--- src/rtl/openframe_gpio_ctrl.sv ---
// openframe_gpio_ctrl: Wishbone GPIO pad controller with per-pad config, synchronised inputs and maskable interrupts
module openframe_gpio_ctrl #(
    parameter int NPADS = 44
) (
    input  logic             wb_clk_i,
    input  logic             wb_rst_i,
    input  logic             wbs_cyc_i,
    input  logic             wbs_stb_i,
    input  logic             wbs_we_i,
    input  logic [3:0]       wbs_sel_i,
    input  logic [31:0]      wbs_adr_i,
    input  logic [31:0]      wbs_dat_i,
    output logic             wbs_ack_o,
    output logic [31:0]      wbs_dat_o,
    output logic             irq,
    input  logic [NPADS-1:0] gpio_in,
    output logic [NPADS-1:0] gpio_out,
    output logic [NPADS-1:0] gpio_oeb,
    output logic [NPADS-1:0] gpio_ieb,
    output logic [NPADS-1:0] gpio_dm2,
    output logic [NPADS-1:0] gpio_dm1,
    output logic [NPADS-1:0] gpio_dm0,
    output logic [NPADS-1:0] gpio_ib_mode_sel,
    output logic [NPADS-1:0] gpio_vtrip_sel,
    output logic [NPADS-1:0] gpio_slow_sel,
    output logic [NPADS-1:0] gpio_analog_en,
    output logic [NPADS-1:0] gpio_analog_sel,
    output logic [NPADS-1:0] gpio_analog_pol,
    output logic [NPADS-1:0] gpio_holdover,
    output logic [NPADS-1:0] gpio_inp_dis
);
    logic [15:0]      cfg [NPADS];
    logic [31:0]      acc [NPADS+1];
    logic [NPADS-1:0] out_r, s1, s2, s3, stat, set;
    logic [9:0]       widx;
    logic             req, wr, unused;
    assign widx = wbs_adr_i[11:2];
    assign req = wbs_cyc_i & wbs_stb_i & ~wbs_ack_o;
    assign wr = req & wbs_we_i;
    assign unused = ^{wbs_sel_i, wbs_adr_i[31:12], wbs_adr_i[1:0], wbs_dat_i};
    assign irq = |stat;
    assign gpio_out = out_r;
    assign acc[0] = '0;
    always_ff @(posedge wb_clk_i) begin
        if (wb_rst_i) begin
            wbs_ack_o <= 1'b0;
            wbs_dat_o <= '0;
            s1 <= '0;
            s2 <= '0;
            s3 <= '0;
        end else begin
            wbs_ack_o <= req;
            wbs_dat_o <= req ? acc[NPADS] : '0;
            s1 <= gpio_in;
            s2 <= s1;
            s3 <= s2;
        end
    end
    for (genvar i = 0; i < NPADS; i++) begin : g_pad
        localparam int B = i % 32;
        localparam logic [9:0] CW = 10'(i);
        localparam logic [9:0] OW = 10'(64 + i / 32);
        localparam logic [9:0] IW = 10'(96 + i / 32);
        localparam logic [9:0] SW = 10'(128 + i / 32);
        // irq_mode: 00 rise, 01 fall, 10 either edge, 11 level-high
        assign set[i] = cfg[i][13] & (cfg[i][15] ? (cfg[i][14] ? s2[i] : s2[i] ^ s3[i])
                                                 : (cfg[i][14] ? ~s2[i] & s3[i] : s2[i] & ~s3[i]));
        always_ff @(posedge wb_clk_i) begin
            if (wb_rst_i) begin
                cfg[i] <= 16'h0018;
                out_r[i] <= 1'b0;
                stat[i] <= 1'b0;
            end else begin
                if (wr && widx == CW) cfg[i] <= wbs_dat_i[15:0];
                if (wr && widx == OW) out_r[i] <= wbs_dat_i[B];
                stat[i] <= set[i] | (stat[i] & !(wr && widx == SW && wbs_dat_i[B]));
            end
        end
        assign acc[i+1] = acc[i] | (widx == CW ? {16'h0, cfg[i]} : 32'h0)
                        | ({31'h0, widx == OW && out_r[i]} << B)
                        | ({31'h0, widx == IW && s2[i]} << B)
                        | ({31'h0, widx == SW && stat[i]} << B);
        assign gpio_dm0[i] = cfg[i][0];
        assign gpio_dm1[i] = cfg[i][1];
        assign gpio_dm2[i] = cfg[i][2];
        assign gpio_oeb[i] = cfg[i][3];
        assign gpio_ieb[i] = cfg[i][4];
        assign gpio_ib_mode_sel[i] = cfg[i][5];
        assign gpio_vtrip_sel[i] = cfg[i][6];
        assign gpio_slow_sel[i] = cfg[i][7];
        assign gpio_analog_en[i] = cfg[i][8];
        assign gpio_analog_sel[i] = cfg[i][9];
        assign gpio_analog_pol[i] = cfg[i][10];
        assign gpio_holdover[i] = cfg[i][11];
        assign gpio_inp_dis[i] = cfg[i][12];
    end
endmodule

--- config.mk ---
export PLATFORM = sky130hd
export DESIGN_NAME = openframe_gpio_ctrl
export DESIGN_NICKNAME = d
export VERILOG_FILES = /design/src/rtl/openframe_gpio_ctrl.sv
export SDC_FILE = /design/constraint.sdc
export NUM_CORES = 2
export LEC_CHECK = 0
export ABC_AREA = 1
export BUFFER_PORTS_ARGS = -buffer_cell sky130_fd_sc_hd__buf_2
export CAP_MARGIN = 20
export CORE_ASPECT_RATIO = 1.4
export CORE_MARGIN = 4
export CORE_UTILIZATION = 35
export CTS_CLUSTER_DIAMETER = 80
export DETAILED_ROUTE_END_ITERATION = 7
export PLACE_DENSITY_LB_ADDON = 0.1
export SYNTH_ARGS = -nofsm -noshare
export SYNTH_HDL_FRONTEND = slang
export SYNTH_SLANG_ARGS = --single-unit
--- constraint.sdc ---
create_clock -name wb_clk_i -period 3.96 [get_ports wb_clk_i]
set_input_delay 0.792 -clock wb_clk_i [delete_from_list [all_inputs] [get_ports wb_clk_i]]
set_output_delay 0.792 -clock wb_clk_i [all_outputs]
set_load 0.01 [all_outputs]
Yosys cells after proc, flatten, opt, wreduce, memory -nomap -nowiden:

Memories as Yosys holds them, arrays and structs flattened.
Index checks and enable logic that the tools add are counted.

* input port bits: 117
* bits in registers: 253
* latch bits: 0
* memory bits (read-only): 0
* RAM bits: 704
* memories: 1

Memory list
* cfg: depth 44, bits a word 16, read ports 44, clocked after Yosys merged registers in 0, write ports 44, RTL line 32 `logic [15:0] cfg [NPADS];`

* shift operators: 0
* reductions and logical operators: 271
* multipliers: 0
* bitwise operators: 576
* order comparisons: 0
* add/sub/neg operators: 0
* divide/modulo/power cells: 0
* muxes and demuxes: 354
* eq/ne operators: 49

Operators with widths (count)
* 16-bit two-way mux: 88
* 32-bit by 16-bit OR with 32-bit output: 12
* 16-bit OR: 19
* 1-bit two-way mux: 266
* 1-bit logical AND: 224
* 1-bit AND: 179
* 10-bit by 5-bit equality test with 1-bit output (second input constant): 16
* 10-bit by 6-bit equality test with 1-bit output (second input constant): 12
* 32-bit by 1-bit OR with 32-bit output: 3
* 32-bit by 10-bit OR with 32-bit output: 3
* 32-bit by 11-bit OR with 32-bit output: 3
* 32-bit by 12-bit OR with 32-bit output: 3
* 32-bit by 2-bit OR with 32-bit output: 3
* 32-bit by 3-bit OR with 32-bit output: 3
* 32-bit by 4-bit OR with 32-bit output: 3
* 32-bit by 5-bit OR with 32-bit output: 3
* 32-bit by 6-bit OR with 32-bit output: 3
* 32-bit by 7-bit OR with 32-bit output: 3
* 32-bit by 8-bit OR with 32-bit output: 3
* 32-bit by 9-bit OR with 32-bit output: 3
* 1-bit NOT: 90
* 1-bit OR: 88
* 10-bit by 4-bit equality test with 1-bit output (second input constant): 8
* 32-bit OR: 2
* other kinds (71): 210

Depth between registers and ports, before layout:

* depth after elaboration: 177
* depth in mapped cells: 14
* gate-level depth less buffers: 13

Worst setup path after synthesis:

No wires, ideal clock.

* kind: input to register
* start point: in wbs_adr_i[5]
* end point: mem cfg[0][0], enable pin
* library setup time: 411 ps
* data arrival time: 2851 ps
* slack: 697 ps
* cell stages on the path: 6
* path through: nor2_2 -> nand2_1 -> nor2_2 -> inv_1 -> buf_2 -> o21ai_0

RTL lines
* start: declaration: RTL line 11 `input logic [31:0] wbs_adr_i,`
* end: declaration: RTL line 32

Worst setup path in the final report:

* start point: reg stat[3]
* end point: out irq

* cells in the longest elaborated chain, start to end: 1

Ends and longest elaborated chain
* start: declaration: RTL line 34 `logic [NPADS-1:0] out_r, s1, s2, s3, stat, set;`
* start signal: indexed assignment: RTL line 76 `stat[i] <= set[i] | (stat[i] & !(wr && widx == SW && wbs_dat_i[B]));`
* 44-bit OR reduction: RTL line 41 `assign irq = |stat;`
* end: declaration: RTL line 15 `output logic irq,`

No other way between the ends.

==> summary.txt <==
outcome: complete, no violations
Register Area: 26200 sq um
most area-consuming cells after synthesis: edfxtp_1 (45%), dfxtp_1 (11%), nand2_1 (9.8%), buf_4 (9.1%), nor2_1 (8.7%)
Crit path depth: 5
Num CTS Buffers: 102
first-pass GRT wire length: 293 mm
post-synthesis cell count: 5401
post-DR wirelength/cell: 29.2 microns
Residual DRC: 0
fmax: 0.265 GHz
Top delay family on crit path: simple AND/OR/NAND/NOR gates
Worst setup EP type: output port
Worst R2R Path Depth: 7
# H-tree levels: 3
internal power: 17.1 mW
Leak: 23.2 nW
crit-path max cell delay: 680 ps
Core Footprint: 134000 sq um
largest net degree at the start of global routing: 66
1st-iter DRT viols: 3794
endpoints failing setup: 0
synthesis-to-finish area growth: 11.7%
RSZ-0062 raised after global routing: false
Setup CP Type: flip-flop to output port
HPWL after DPL: 168 mm
most numerous cell in the Yosys netlist: nand2_1
Clock Sinks: 957
Post-synth top cells: nand2_1 (1237), nor2_1 (1102), edfxtp_1 (704)
vias in the first global route: 36300
worst hold margin: 261 ps
Switching Share: 0.246
CP max FO: 3
measured slew at the worst slew-check pin: 1090 ps
Final Critical Period: 3780 ps
Place WS: 472 ps
Avg Vias per Cell: 5.04
Post-synth ARST share: 0
CTS tree: built
fraction of layout cells with a size suffix above 1: 0.214
highest-delay cell along the critical path: nor4_1
Tcrit/Tclk final: 0.953
Synth area leader: edfxtp_1
post-synthesis sequential area ratio: 0.554
Arr. time, crit path: 2980 ps
DR pass1 iterations: 6
Critical Path Most Common Cell: nand4_1
routed wire length: 218 mm
Via Count: 37500
Row Count: 159
Die ar.: 141000 sq um
Hold-fix buffers, CTS: 0
clk slew on worst S/H paths: 70 ps
filler cell count: 13900
VDD IR max: 0.341 mV
Mapped Nets: 5606
clock share of power: 0.448
setup ws final: 185 ps
Yosys warning count: 0
crit-path cells: nor4_1 -> nand4_1 -> nor2_1 -> nand4_1 -> buf_2
chip width: 319 microns
clock buffer depth: 3
Placer Congestion: 0.941
Worst-Skew Late Latency: 740 ps
final hold viol count: 0
post-synth cell types: 27
Buf+Inv Stages, Crit Path: 1
Min-Delay Path Depth: 3
setup TNS: 0 ps
remaining global-route overflow: 0
CTS root buffer: clkbuf_16
post-synthesis average cell area: 8.76 sq um
number of gates resized after CTS: 0
Final #Nets: 5793
Final Core Density: 0.394
Final Skew: 22.7 ps
Critical Path RT: 3170 ps
P_sw: 5.58 mW
#FFs+latches synth: 957
antenna violations before repair: 19
startpoint types: flip-flop
Rel. slew slack: 0.272
share of the synthesized area in the top cell type: 0.447
Comb pwr share: 0.057
Overall Global Routing Usage: 0.297
Seq pwr share: 0.495
Pwr Total: 22.7 mW
Post-synth EDFFs: 704
Initial Util: 0.352
pwr dens: 429 nW/um^2
Synth Flop Type: edfxtp_1
synthesized area: 47300 sq um
PortBufs: 740
MaxCap Viol Count: 0
R2R setup slack: 1740 ps
DRT antenna net count: 0
Post-CTS Setup Inserts: 0
die height: 443 microns
Slew Viols, Final: 0
Ports: 767
class of the worst hold path: input port to flip-flop
multi-input logic area: 14100 sq um
layout make-up:
cell class / instances / area share
Inverter: 450 / 0.0324
Timing Repair Buffer: 908 / 0.0967
Antenna cell: 7 / 0.000331
Tap cell: 1771 / 0.0419
Sequential cell: 957 / 0.496
Clock buffer: 131 / 0.0535
Multi-Input combinational cell: 3169 / 0.267
Clock inverter: 61 / 0.0120
path summary, 6_finish.rpt:
kind | start | endpoint
worst min-delay path | gpio_in[10] | s1[10]
worst max register to register | wbs_ack_o | cfg[0][16]
worst max-delay path | stat[3] | irq
worst min register to register | s1[34] | s2[34]
stage by stage:
stage | std cells | cell area (sq um)
final | 7454 | 52900
after detailed placement | 7255 | 49400
after global placement | 7255 | 49400
after global routing | 7448 | 52900
after CTS | 7447 | 52800
after floorplan | 5401 | 47300
kinds of logic after synthesis:
logic type | share of synthesized area
flip-flops | 0.554
AND/OR/NAND/NOR | 0.234
adder cells (fa/ha/maj) | 0.0233
buffers and inverters | 0.148
AO/OA/AOI/OAI | 0.0411
placed cells by master, fill, tap and decap left out, types with 2 or more instances in the layout:
| master | synthesis | layout |
|---|---|---|
| inv_1 | 398 | 386 |
| o21ai_2 | 0 | 5 |
| buf_12 | 0 | 11 |
| inv_6 | 0 | 6 |
| nand2_1 | 1237 | 1236 |
| nor2_2 | 31 | 31 |
| nor3_2 | 34 | 34 |
| inv_4 | 0 | 4 |
| edfxtp_1 | 704 | 704 |
| clkbuf_16 | 0 | 108 |
| nand3_1 | 257 | 257 |
| dfxtp_1 | 253 | 253 |
| o221ai_1 | 16 | 16 |
| inv_2 | 51 | 50 |
| buf_4 | 573 | 157 |
| nor2_1 | 1102 | 1101 |
| clkinvlp_4 | 0 | 9 |
| clkinv_4 | 0 | 2 |
| o211ai_1 | 44 | 44 |
| clkinv_1 | 1 | 12 |
| buf_2 | 56 | 739 |
| clkbuf_8 | 0 | 5 |
| nor2_4 | 8 | 9 |
| nor3_1 | 9 | 9 |
| clkinv_2 | 0 | 29 |
| nand4_1 | 33 | 33 |
| nand2_2 | 1 | 2 |
| a21oi_1 | 132 | 132 |
| bufinv_16 | 0 | 11 |
| diode_2 | 0 | 7 |
| clkbuf_1 | 184 | 19 |
| ha_1 | 88 | 88 |
| nor4_1 | 11 | 11 |
| o21ai_1 | 0 | 38 |
| o21ai_0 | 163 | 120 |
state kept, by name, summed over array words and instances (netlist names):
name / cells
s2: 44
gpio_out: 44
stat: 44
wbs_dat_o: 32
cfg: 704
s1: 44
s3: 44
wbs_ack_o: 1
tightest hold or removal path: stages:
cell	delay [ps]
buf_2	80
inv_1	30
nor2_1	60
power by group through the flow:
stage | clock, mW | combinational [mW] | sequential (mW)
after floorplan | 0 | 0.795 | 11.4
after global placement | 0 | 1.29 | 11.4
after detailed placement | 0 | 1.30 | 11.4
after CTS | 10.3 | 1.30 | 11.2
after global routing | 10.7 | 1.37 | 11.3
final | 10.2 | 1.29 | 11.2
metal layers:
| metal | part of all wire | global-route usage |
|---|---|---|
| met1 | 0.39 | 0.363 |
| met2 | 0.49 | 0.510 |
| met3 | 0.078 | 0.0598 |
| met4 | 0.047 | 0.125 |
| met5 | 0.000050 | 0 |
Power figures use the tool's default switching activity.
